[config.mk]
export PLATFORM = sky130hd
export DESIGN_NAME = fmul_axis_slave
export DESIGN_NICKNAME = d
export VERILOG_FILES = /design/src/rtl/fmul_pkg.sv /design/src/rtl/fmul_round.sv /design/src/rtl/fmul_axis_slave.sv
export SDC_FILE = /design/constraint.sdc
export NUM_CORES = 2
export LEC_CHECK = 0
export CAP_MARGIN = 15
export CORE_MARGIN = 8
export CORE_UTILIZATION = 35
export CTS_BUF_LIST = sky130_fd_sc_hd__clkbuf_8
export CTS_CLUSTER_SIZE = 30
export DETAILED_ROUTE_END_ITERATION = 12
export GPL_ROUTABILITY_DRIVEN = 0
export PLACE_DENSITY = 0.55
export REMOVE_ABC_BUFFERS = 1
export SYNTH_ARGS = -nofsm -noshare
export SYNTH_HDL_FRONTEND = slang
export SYNTH_HIERARCHICAL = 1
export SYNTH_SLANG_ARGS = --single-unit
[constraint.sdc]
create_clock -name clk -period 10.5 [get_ports clk]
set_input_delay 1.05 -clock clk [delete_from_list [all_inputs] [get_ports clk]]
set_output_delay 1.05 -clock clk [all_outputs]
set_load 0.005 [all_outputs]
[src/rtl/fmul_pkg.sv]
// Shared constants, the packed single-precision view and operand classifiers
// for the streaming float multiplier.
package fmul_pkg;

  localparam logic [31:0] QNAN         = 32'h7FC0_0000;
  localparam int          FMUL_LATENCY = 3;
  localparam int          EXP_BIAS     = 127;

  typedef struct packed {
    logic        sign;
    logic [7:0]  exp;
    logic [22:0] frac;
  } float_t;

  // Denormals have a zero exponent and are deliberately classified as zero.
  function automatic logic is_zero(input float_t f);
    return f.exp == 8'h00;
  endfunction

  function automatic logic is_inf(input float_t f);
    return (f.exp == 8'hFF) && (f.frac == 23'h0);
  endfunction

  function automatic logic is_nan(input float_t f);
    return (f.exp == 8'hFF) && (f.frac != 23'h0);
  endfunction

endpackage

[src/rtl/fmul_round.sv]
// Normalises the 48-bit mantissa product, rounds to nearest-even and packs
// the result, flushing underflow to signed zero and overflow to infinity.
module fmul_round (
  input  logic               sign,
  input  logic signed [9:0]  exp_in,
  input  logic        [47:0] prod,
  output logic        [31:0] result
);

  logic        [22:0] frac;
  logic               guard;
  logic               sticky;
  logic        [23:0] mant;
  logic signed [10:0] exp_n;
  logic signed [10:0] exp_r;

  // NOTE: every signal written here gets a default first so no path can infer a latch.
  always_comb begin
    frac   = '0;
    guard  = 1'b0;
    sticky = 1'b0;
    mant   = '0;
    exp_n  = '0;
    exp_r  = '0;
    result = '0;

    // Product of two normalised mantissas lies in [1,4); bit 47 marks [2,4).
    if (prod[47]) begin
      frac   = prod[46:24];
      guard  = prod[23];
      sticky = |prod[22:0];
    end else begin
      frac   = prod[45:23];
      guard  = prod[22];
      sticky = |prod[21:0];
    end
    exp_n = {exp_in[9], exp_in} + {10'd0, prod[47]};

    mant  = {1'b0, frac} + {23'd0, guard & (sticky | frac[0])};
    // A carry out of the fraction means it rounded up to the next power of two.
    exp_r = exp_n + {10'd0, mant[23]};

    if (exp_r < 11'sd1)
      result = {sign, 31'h0};
    else if (exp_r >= 11'sd255)
      result = {sign, 8'hFF, 23'h0};
    else
      result = {sign, exp_r[7:0], mant[22:0]};
  end

endmodule

[src/rtl/fmul_axis_slave.sv]
// AXI-Stream single-precision multiplier: one-entry hold per input channel,
// issue register, then unpack, multiply and round stages into the output slot.
module fmul_axis_slave
  import fmul_pkg::*;
#(
  parameter int STALL_FREE = 1
) (
  input  logic        clk,
  input  logic        rstn,
  input  logic [31:0] s_axis_a_tdata,
  input  logic        s_axis_a_tvalid,
  output logic        s_axis_a_tready,
  input  logic [31:0] s_axis_b_tdata,
  input  logic        s_axis_b_tvalid,
  output logic        s_axis_b_tready,
  output logic [31:0] m_axis_result_tdata,
  output logic        m_axis_result_tvalid,
  input  logic        m_axis_result_tready
);

  float_t             a_hold, b_hold;
  logic               a_full, b_full;
  logic               a_take, b_take;
  logic               en, fire;

  float_t             op_a, op_b;
  logic               op_valid;

  logic               s1_valid, s1_sign, s1_special;
  logic signed [9:0]  s1_exp;
  logic        [23:0] s1_ma, s1_mb;
  logic        [31:0] s1_special_val;

  logic               s2_valid, s2_sign, s2_special;
  logic signed [9:0]  s2_exp;
  logic        [47:0] s2_prod;
  logic        [31:0] s2_special_val;

  logic               op_sign, spec_hit;
  logic        [31:0] spec_val;
  logic        [31:0] round_result;
  logic        [31:0] s3_result;

  assign s_axis_a_tready = ~a_full;
  assign s_axis_b_tready = ~b_full;
  assign a_take          = s_axis_a_tvalid & ~a_full;
  assign b_take          = s_axis_b_tvalid & ~b_full;

  // The reserved STALL_FREE=0 setting only advances into an empty output slot.
  assign en   = ~m_axis_result_tvalid | (m_axis_result_tready & (STALL_FREE != 0));
  // Fire looks only at registered hold flags, never at the incoming tvalids.
  assign fire = a_full & b_full & en;

  // Control state and the output slot: everything here must clear on reset.
  // NOTE: sequential state uses non-blocking assignments so all registers update from pre-edge values.
  always_ff @(posedge clk or negedge rstn) begin
    if (!rstn) begin
      a_full               <= 1'b0;
      b_full               <= 1'b0;
      op_valid             <= 1'b0;
      s1_valid             <= 1'b0;
      s2_valid             <= 1'b0;
      m_axis_result_tvalid <= 1'b0;
      m_axis_result_tdata  <= '0;
    end else begin
      if (a_take)    a_full <= 1'b1;
      else if (fire) a_full <= 1'b0;
      if (b_take)    b_full <= 1'b1;
      else if (fire) b_full <= 1'b0;

      if (en) begin
        op_valid             <= fire;
        s1_valid             <= op_valid;
        s2_valid             <= s1_valid;
        m_axis_result_tvalid <= s2_valid;
        if (s2_valid) m_axis_result_tdata <= s3_result;
      end
    end
  end

  // S1 special-case detection on the issued operands.
  assign op_sign = op_a.sign ^ op_b.sign;

  always_comb begin
    spec_hit = 1'b0;
    spec_val = '0;
    if (is_nan(op_a) || is_nan(op_b) ||
        (is_inf(op_a) && is_zero(op_b)) || (is_zero(op_a) && is_inf(op_b))) begin
      spec_hit = 1'b1;
      spec_val = QNAN;
    end else if (is_inf(op_a) || is_inf(op_b)) begin
      spec_hit = 1'b1;
      spec_val = {op_sign, 8'hFF, 23'h0};
    end else if (is_zero(op_a) || is_zero(op_b)) begin
      spec_hit = 1'b1;
      spec_val = {op_sign, 31'h0};
    end
  end

  // NOTE: datapath registers carry no reset; the valid bits above qualify every one of them.
  always_ff @(posedge clk) begin
    if (a_take) a_hold <= float_t'(s_axis_a_tdata);
    if (b_take) b_hold <= float_t'(s_axis_b_tdata);

    if (en) begin
      if (fire) begin
        op_a <= a_hold;
        op_b <= b_hold;
      end

      s1_sign        <= op_sign;
      s1_exp         <= 10'(op_a.exp) + 10'(op_b.exp) - 10'(EXP_BIAS);
      s1_ma          <= {1'b1, op_a.frac};
      s1_mb          <= {1'b1, op_b.frac};
      s1_special     <= spec_hit;
      s1_special_val <= spec_val;

      s2_sign        <= s1_sign;
      s2_exp         <= s1_exp;
      s2_prod        <= 48'(s1_ma) * 48'(s1_mb);
      s2_special     <= s1_special;
      s2_special_val <= s1_special_val;
    end
  end

  fmul_round u_round (
    .sign   (s2_sign),
    .exp_in (s2_exp),
    .prod   (s2_prod),
    .result (round_result)
  );

  assign s3_result = s2_special ? s2_special_val : round_result;

endmodule

==> flow_summary.toml <==
[die]
core_area_mm2 = 0.0851
start_util_pct = 35.3
dieWidth_um = 309
ios = 104
fp.dieH_um = 309
dieArea_mm2 = 0.0956
rows = 107

[logic_synthesis]
synth_edf_count = 252
syn_inst = 2892
avgSynthCellArea_um2 = 10.4
ys_types = 82
ys_seq_area_share_pct = 28.3
ys_ff_latch = 290
syn_area_mm2 = 0.0301
synth_warnings = 6
async_flop_share_pct = 13.1
synthFlopType = "edfxtp_1"

[clocking]
htreeDepth = 2
cts-resized-gates = 0
cts_buffers = 52
cts_tree = "done"
insertion_delay_ns = 0.67
clkTransAtPathRegs_ns = 0.06
clock_sinks = 290
clock_path_buffers = 3
cts_setup_buffers = 0
clockRootBuffer = "clkbuf_8"
hold_buffers = 0

[sta]
max_slew_margin_pct = 21.2
finalHoldViolations = 0
fin_setup_tns_ns = 0
drv_slew = 0
fin_skew_ns = 0.0446
fmaxAchievable_mhz = 128
setup_violations = 0
period_share_pct = 74.4
period_minus_slack_ns = 7.81
worst_pin_slew_ns = 1.18
rsz0062_at_grt = "no"

[global_route]
grt_pass1_wl_um = 120000
overflow = 0
grt.total_usage_pct = 16.1
antenna_found_initial = 2
grt_pass1_vias = 20672
grt_max_degree = 66

[critical_path]
start_kind = "flop"
crit_type = "reg -> reg"
arrival_ns = 8.20
cp-end-kind = "flop"
critPathMaxFanout = 19
worstPathRequired_ns = 10.89

[drt]
top_layer = "met4"
met3_length_um = 5560
drt.antenna.violating_nets = 0
num_vias = 19536
drc_errors = 0
met2_length_um = 33400
wirelength_met1_um = 35000
wl_per_cell_um = 18.2
vias_per_cell = 4.71
drtIter0Drc = 1024
first_pass_iters = 5
wl_um = 75600

[final_layout]
area_growth_pct = 11.1
stdcell_count = 4148
drive_gt1_share_pct = 5.00
fin_nets = 3704

[place]
portBuffers = 103
place_hpwl_um = 58800
placedCellCount = 4050

[hold_path]
min-delay-path-class = "reg -> reg"

[outcome]
status = "finished, final reports clean"

[job]
maxCapViolCount = 0
==> synthesized netlist by cell type, types with 4 or more instances <==
library cell | n | area share (%)
mux2_2 | 7 | 0.26
nor4_1 | 27 | 0.56
o31ai_1 | 4 | 0.10
o21ai_0 | 59 | 0.98
nor2b_1 | 13 | 0.27
nor2_1 | 82 | 1.0
nand2b_1 | 10 | 0.21
dfrtp_1 | 38 | 3.2
and2_1 | 250 | 5.2
fa_1 | 484 | 32
ha_1 | 190 | 7.9
xor2_1 | 27 | 0.79
o211ai_1 | 4 | 0.10
nor3_1 | 34 | 0.57
a21oi_1 | 83 | 1.4
a31oi_1 | 13 | 0.27
nand4_1 | 29 | 0.60
clkbuf_1 | 110 | 1.4
and3_1 | 4 | 0.083
a21o_1 | 20 | 0.50
a211oi_1 | 6 | 0.15
nand3_1 | 15 | 0.25
nand2_1 | 356 | 4.4
buf_1 | 5 | 0.062
inv_1 | 600 | 7.5
xnor2_1 | 49 | 1.4
o21bai_1 | 13 | 0.32
buf_2 | 6 | 0.10
edfxtp_1 | 252 | 25
nor3b_1 | 11 | 0.27
mux2i_1 | 17 | 0.57
==> critical path: stages (launching register included) <==
cell	delay (ns)
edfxtp_1	0.95
inv_1	0.36
nor2_1	0.20
fa_1	0.45
fa_1	0.51
inv_1	0.05
fa_1	0.48
inv_1	0.06
fa_1	0.50
inv_1	0.05
fa_1	0.53
inv_1	0.05
fa_1	0.47
inv_1	0.05
fa_1	0.48
inv_1	0.05
ha_1	0.36
nand4_1	0.21
nor3_1	0.22
o211ai_1	0.14
nand4_1	0.15
a41oi_2	0.27
o31ai_1	0.58
a21oi_1	0.18
xnor2_1	0.15
==> per-layer routing <==
metal  vias to the layer above  GRT usage, %
met5                         -             0
met4                         0          3.72
met3                        92          3.87
met2                       569          24.8
met1                      9722          22.9
li1                       9153             -
==> registers in the layout, summed over array words and instances (netlist names), 23 cells and up <==
name,count
s1_ma,23
s2_prod,48
s1_mb,23
m_axis_result_tdata,32
op_a,32
b_hold,32
op_b,32
a_hold,32
==> kinds of logic after synthesis <==
logic type                 after synthesis  synth area share [%]
muxes                                   24                 0.828
buffers and inverters                  731                  9.22
adders and majority gates              674                  40.1
AOI/OAI and AO/OA                      240                  5.04
and+or+nand+nor                        857                  14.3
xor gates and xnor gates                76                  2.21
DFF                                    290                  28.3
==> layout make-up <==
class                           count  area [um^2]
Fill cell                        8595        51700
Multi-Input combinational cell   1871        18800
Sequential cell                   290         8520
Inverter                          604         2270
Tap cell                         1144         1430
Timing Repair Buffer              142         1320
Clock buffer                       53          729
Clock inverter                     41          322
Antenna cell                        3         7.51
==> cells in the final DEF (no fill, tap or decap), types with 15 or more instances in the layout <==
cell / n
nor2_1: 82
nand3_1: 15
xor2_1: 27
mux2i_1: 17
ha_1: 190
dfrtp_1: 38
xnor2_1: 49
nand2_1: 355
edfxtp_1: 252
fa_1: 484
nand4_1: 29
clkbuf_8: 53
o21ai_0: 59
a21o_1: 20
nor3_1: 33
clkdlybuf4s50_1: 102
inv_1: 615
a21oi_1: 83
and2_1: 250
buf_4: 38
nor4_1: 27
==> stage by stage <==
stage	setup slack [ns]	utilization, %	instance area [um^2]	hold slack, ns
2_1_floorplan	0.915	-	29600	0.400
3_3_place_gp	2.91	38.0	32300	0.402
3_5_place_dp	2.86	38.0	32300	0.405
4_1_cts	2.79	39.2	33400	0.392
5_1_grt	2.35	39.2	33400	0.413
6_report	2.69	39.2	33400	0.397
==> path summary, 6_finish.rpt <==
| path | endpoint | startpoint | cells after the start | slack [ns] |
|---|---|---|---|---|
| min | op_b[15]$_DFFE_PP_ | b_hold[15]$_DFFE_PP_ | 0 | 0.40 |
| max reg2reg | s2_prod[43]$_DFFE_PN_ | s1_ma[8]$_DFFE_PN_ | 24 | 2.69 |
| max | s2_prod[43]$_DFFE_PN_ | s1_ma[8]$_DFFE_PN_ | 24 | 2.69 |
| min in group asynchronous | m_axis_result_tdata[16]$_DFFE_PN0P_ | rstn | 1 | 0.55 |
| max in group asynchronous | b_full$_DFFE_PN0P_ | rstn | 1 | 9.34 |
| min reg2reg | op_b[15]$_DFFE_PP_ | b_hold[15]$_DFFE_PP_ | 0 | 0.40 |
Power is left out: the tool's default activity adds up to more than one toggle a clock period on the data nets, which glitch-free logic cannot reach.
